### config.mk
export PLATFORM = sky130hd
export DESIGN_NAME = hit_reducer
export DESIGN_NICKNAME = d
export VERILOG_FILES = /design/src/rtl/hit_reducer_pkg.sv /design/src/rtl/hit_min_tree.sv /design/src/rtl/hit_reducer.sv
export SDC_FILE = /design/constraint.sdc
export NUM_CORES = 1
export LEC_CHECK = 0
export ABC_AREA = 1
export CAP_MARGIN = 0
export CORE_MARGIN = 5
export CORE_UTILIZATION = 52
export DETAILED_ROUTE_END_ITERATION = 8
export GPL_ROUTABILITY_DRIVEN = 0
export PLACE_DENSITY = 0.83
export SLEW_MARGIN = 5
export SYNTH_ARGS = -nofsm -noshare
export SYNTH_HDL_FRONTEND = slang
export SYNTH_SLANG_ARGS = --single-unit
### constraint.sdc
create_clock -name i_clk -period 13.1 [get_ports i_clk]
set_input_delay 1.31 -clock i_clk [delete_from_list [all_inputs] [get_ports i_clk]]
set_output_delay 1.31 -clock i_clk [all_outputs]
set_load 0.05 [all_outputs]
### src/rtl/hit_reducer_pkg.sv
// hit_reducer_pkg: shared Q16.16 types, constants and state encoding for the hit reducer.
package hit_reducer_pkg;
  typedef logic signed [31:0] fip;
  localparam fip FIP_ONE = 32'sh0001_0000;
  localparam fip FIP_MIN = 32'sh8000_0000;
  localparam fip FIP_MAX = 32'sh7fff_ffff;
  localparam int CAND_IDX_W = 32;
  typedef struct packed {
    logic                  hit;
    fip                    t;
    logic [CAND_IDX_W-1:0] idx;
  } hit_cand_t;
  typedef enum logic [1:0] {S_IDLE, S_ACCUM, S_DONE} state_t;
endpackage

### src/rtl/hit_min_tree.sv
// hit_min_tree: combinational reduction of NLANES lane results to the closest qualifying hit.
module hit_min_tree
  import hit_reducer_pkg::*;
#(
  parameter int NLANES = 4,
  parameter int IDX_W  = 32,
  parameter fip MIN_T  = 0
) (
  input  logic [NLANES-1:0]       lane_valid,
  input  logic [NLANES-1:0]       lane_hit,
  input  logic [NLANES*32-1:0]    lane_t,
  input  logic [NLANES*IDX_W-1:0] lane_idx,
  input  fip                      t_max,
  output logic                    win_hit,
  output fip                      win_t,
  output logic [IDX_W-1:0]        win_idx
);
  fip               t_arr [NLANES];
  logic [IDX_W-1:0] i_arr [NLANES];
  logic [NLANES-1:0] qual;
  for (genvar k = 0; k < NLANES; k++) begin : g_lane
    assign t_arr[k] = lane_t[32*k +: 32];
    assign i_arr[k] = lane_idx[IDX_W*k +: IDX_W];
    assign qual[k]  = lane_valid[k] && lane_hit[k] && t_arr[k] >= MIN_T && t_arr[k] < t_max;
  end
  // Ascending lane scan with strict compares makes the lower lane win a full tie.
  always_comb begin
    win_hit = 1'b0;
    win_t   = FIP_MAX;
    win_idx = '0;
    for (int k = 0; k < NLANES; k++)
      if (qual[k] && (!win_hit || t_arr[k] < win_t || (t_arr[k] == win_t && i_arr[k] < win_idx))) begin
        win_hit = 1'b1;
        win_t   = t_arr[k];
        win_idx = i_arr[k];
      end
  end
endmodule

### src/rtl/hit_reducer.sv
// hit_reducer: batch closest-hit / any-hit reducer over NLANES intersection lanes,
// returning one held result per batch over a valid/ready handshake.
module hit_reducer
  import hit_reducer_pkg::*;
#(
  parameter int NLANES = 4,
  parameter int IDX_W  = 32,
  parameter fip MIN_T  = 0
) (
  input  logic                    i_clk,
  input  logic                    i_rstn,
  input  logic                    i_start,
  input  logic [IDX_W-1:0]        i_tri_cnt,
  input  logic                    i_any_hit,
  input  fip                      i_t_max,
  input  logic [NLANES-1:0]       i_lane_valid,
  input  logic [NLANES-1:0]       i_lane_hit,
  input  logic [NLANES*32-1:0]    i_lane_t,
  input  logic [NLANES*IDX_W-1:0] i_lane_idx,
  output logic                    o_busy,
  output logic                    o_abort,
  output logic                    o_res_valid,
  input  logic                    i_res_ready,
  output logic                    o_hit,
  output fip                      o_t,
  output logic [IDX_W-1:0]        o_tri_index,
  output logic                    o_err
);
  localparam int CW = $clog2(NLANES + 1);
  state_t           state;
  logic [IDX_W-1:0] rem, rem_nxt, n_ext, w_idx;
  logic [CW-1:0]    n;
  logic             any_reg, w_hit, upd, over;
  fip               t_max_reg, w_t;

  hit_min_tree #(.NLANES(NLANES), .IDX_W(IDX_W), .MIN_T(MIN_T)) u_tree (
    .lane_valid(i_lane_valid),
    .lane_hit  (i_lane_hit),
    .lane_t    (i_lane_t),
    .lane_idx  (i_lane_idx),
    .t_max     (t_max_reg),
    .win_hit   (w_hit),
    .win_t     (w_t),
    .win_idx   (w_idx)
  );

  always_comb begin
    n = '0;
    for (int k = 0; k < NLANES; k++) n = n + CW'(i_lane_valid[k]);
  end

  assign n_ext       = IDX_W'(n);
  assign over        = n_ext > rem;
  assign rem_nxt     = over ? '0 : rem - n_ext;
  assign upd         = w_hit && (!o_hit || w_t < o_t || (w_t == o_t && w_idx < o_tri_index));
  assign o_busy      = state == S_ACCUM;
  assign o_res_valid = state == S_DONE;

  always_ff @(posedge i_clk) begin
    if (!i_rstn) begin
      state       <= S_IDLE;
      rem         <= '0;
      any_reg     <= 1'b0;
      t_max_reg   <= '0;
      o_hit       <= 1'b0;
      o_t         <= FIP_MAX;
      o_tri_index <= '0;
      o_err       <= 1'b0;
      o_abort     <= 1'b0;
    end else if (i_start) begin
      state       <= i_tri_cnt != '0 ? S_ACCUM : S_DONE;
      rem         <= i_tri_cnt;
      any_reg     <= i_any_hit;
      t_max_reg   <= i_t_max;
      o_hit       <= 1'b0;
      o_t         <= FIP_MAX;
      o_tri_index <= '0;
      o_err       <= 1'b0;
      o_abort     <= 1'b0;
    end else if (state == S_ACCUM) begin
      if (upd) begin
        o_hit       <= 1'b1;
        o_t         <= w_t;
        o_tri_index <= w_idx;
      end
      rem <= rem_nxt;
      if (over) o_err <= 1'b1;
      if (any_reg && w_hit) o_abort <= 1'b1;
      if (rem_nxt == '0 || (any_reg && w_hit)) state <= S_DONE;
    end else if (state == S_DONE && i_res_ready) begin
      state <= S_IDLE;
    end
  end
endmodule

==> impl_metrics.py <==
metrics = {
    "outcome": {
        "status": "complete, no violations",
    },
    "cts": {
        "cts_tree": "yes",
        "numCtsBuffers": 17,
        "ctsHoldBuffers": 0,
        "clkSlewWorstSetupHoldPaths_ns": 0.06,
        "clkSinkCount": 134,
        "ctsLongestPathBuffers": 2,
        "cts_htree_levels": 4,
        "clk_latency_ns": 0.45,
        "clockRootBuffer": "clkbuf_16",
    },
    "yosys": {
        "syn-cell-area_um2": 17010,
        "synth_area_leaders": "ha_1 (28%), dfxtp_1 (16%), nand2_1 (14%)",
        "synth_most_common_cell": "nand2_1",
        "synth_flop_cell": "dfxtp_1",
        "synthArstFlopShare": 0,
        "ys_types": 50,
        "yosysSeqAreaShare": 0.1577,
        "synth.top_cell.area_share": 0.2803,
        "synth_warnings": 0,
        "ys_seq_elements": 134,
        "synthCells": 2568,
        "synth.avg_cell_area_um2": 6.623,
        "netlist.top_cell.by_area": "ha_1",
        "synth_edf_count": 0,
        "netlist_top_cells_count": "nand2_1 (653), ha_1 (381), o21ai_0 (253), inv_1 (242), a21oi_1 (212)",
    },
    "route": {
        "wirelength_um": 63610,
        "drc_errors": 0,
        "wl_per_cell_um": 18.75,
        "via_count": 19720,
        "drtAntennaViolNets": 0,
        "via_per_inst": 5.813,
        "dr.pass1.iters": 6,
        "drtIter0Drc": 1746,
    },
    "run": {
        "drv_cap": 0,
    },
    "layout": {
        "fill_cells": 2742,
        "area_delta_synth_final_pct": 30.38,
        "final_cells": 3393,
        "drive_gt1_frac": 0.03992,
        "utilization": 0.6833,
        "fin_nets": 3634,
    },
    "setup_path": {
        "crit_family": "compound AO/OA/AOI/OAI gates",
        "critPathCaptureType": "flop",
        "critPathSlowestCell": "clkdlybuf4s50_1",
        "reg2reg_from": "t_max_reg[5]",
        "cp_max_fo": 66,
        "required_ns": 13.39,
        "path_class": "in -> reg",
        "cp_slowest_stage_delay_ns": 0.45,
        "cp-start-kind": "input pin",
        "crit_path_frequent_cell": "nand2_1",
        "worstPathArrival_ns": 12.78,
        "worstReg2RegEnd": "o_t[7]",
        "reg2regPathDepth": 72,
        "rrSetupSlack_ns": 1.41,
        "critPathBufInv": 12,
    },
    "grt": {
        "antenna_found_initial": 25,
        "grt_overflow": 0,
        "track_usage": 0.3324,
        "grt_pass1_vias": 18630,
        "grt_max_degree": 90,
        "grt_first_pass_wirelength_um": 96580,
    },
    "placed_design": {
        "port_buffers": 401,
        "dp_cells": 3339,
        "place_hpwl_um": 53230,
        "dpl_worst_slack_ns": -0.1023,
    },
    "worst_hold_path": {
        "hold_depth": 2,
        "hp-start": "o_abort",
        "hold_class": "reg -> reg",
        "hold_end": "o_abort",
    },
    "power_and_ir_drop": {
        "leakagePower_uw": 0.01038,
        "power_per_cell_area_nw_per_um2": 75.06,
        "ir_worst_vdd_uv": 101.0,
    },
    "floorplanning": {
        "dieArea_um2": 36430,
        "initial_core_util": 0.5241,
        "die_h_um": 190.9,
        "num_rows": 66,
        "core_area_um2": 32450,
        "ios": 402,
        "die_w_um": 190.9,
    },
    "timing": {
        "rsz0062_at_grt": "true",
        "tightestPinTransition_ns": 1.167,
        "clock_skew_ns": 0.01020,
        "slew_viol_final": 0,
        "tns_ns": 0,
        "slew-limit-headroom": 0.2194,
        "period_share": 0.9536,
        "fmax_mhz": 80.05,
        "setup_violations": 0,
        "hold_viol": 0,
        "worst_slack_ns": 0.6081,
        "final.min_clock_period_ns": 12.49,
    },
}
-- metal layers --
metal,routed length (µm),track usage,up-vias
met4,3784,0.1909,10
met5,63,0,-
li1,-,-,9567
met3,6425,0.07744,222
met2,27910,0.5194,1046
met1,25430,0.4200,8879
-- final cells by class --
| class | instances | area (µm²) | area share |
|---|---|---|---|
| Antenna cell | 20 | 50.05 | 0.002257 |
| Tap cell | 442 | 553.0 | 0.02494 |
| Clock inverter | 12 | 127.6 | 0.005755 |
| Timing Repair Buffer | 428 | 4328 | 0.1952 |
| Sequential cell | 134 | 2683 | 0.1210 |
| Inverter | 243 | 917.1 | 0.04136 |
| Multi-Input combinational cell | 2094 | 13050 | 0.5885 |
| Clock buffer | 20 | 466.7 | 0.02104 |
-- worst min-delay path: cells and delay by family (launching register included) --
family                 cells  cell delay, ns
buffers and inverters      1            0.05
AOI/OAI and AO/OA          1            0.05
DFF                        1            0.31
-- logic make-up after synthesis --
logic type,Yosys count,synth area share
AND/OR/NAND/NOR,1089,0.2705
buffers and inverters,342,0.08099
adder cells (fa/ha/maj),383,0.2826
AO/OA/AOI/OAI,602,0.1995
XOR/XNOR,16,0.008239
flip-flops,134,0.1577
other,2,0.0004415
-- metrics by stage --
step	cell area (µm²)	hold WS, ns	total power [µW]
detailed placement	21410	0.4498	1159
finish	22180	0.4572	1665
global placement	21410	0.4484	1126
floorplan	17020	0.4337	884.0
global route	22170	0.4931	1769
CTS	22000	0.4593	1644
-- report_power, final --
group | internal (µW) | switching, µW | total [µW]
Combinational | 315 | 425 | 740
Clock | 293 | 190 | 484
Sequential | 426 | 14.2 | 441
-- cells in the final DEF, fill, tap and decap left out, drive strengths merged, types with 26 or more instances in the layout --
| master | count |
|---|---|
| ha | 381 |
| nand3 | 111 |
| buf | 26 |
| dfxtp | 134 |
| o21ai | 254 |
| nor2 | 188 |
| clkdlybuf4s50 | 401 |
| nand2 | 659 |
| nor3 | 26 |
| a21oi | 231 |
| inv | 242 |
| a31oi | 37 |
| nand4 | 35 |
-- timing repair --
item                       in CTS  in global routing
resized for setup               0                 26
setup endpoints to repair       0                 65
setup buffers                   0                  1
hold endpoints to repair        0                  0
-- how the worst max path moves through the flow --
stage                             from              end  slack (ns)  cells past startpoint
after floorplan            i_lane_t[5]  o_tri_index[10]        1.47                     76
after global placement     i_lane_t[5]           o_t[7]        0.13                     72
after detailed placement  i_lane_t[25]           o_t[7]       -0.10                     71
after CTS                 i_lane_t[25]          o_t[20]        0.30                     71
after global routing      i_lane_t[25]          o_t[18]       -0.04                     73
final                      i_lane_t[5]           o_t[7]        0.61                     72
Note: power is estimated with default switching activity, not from simulation.
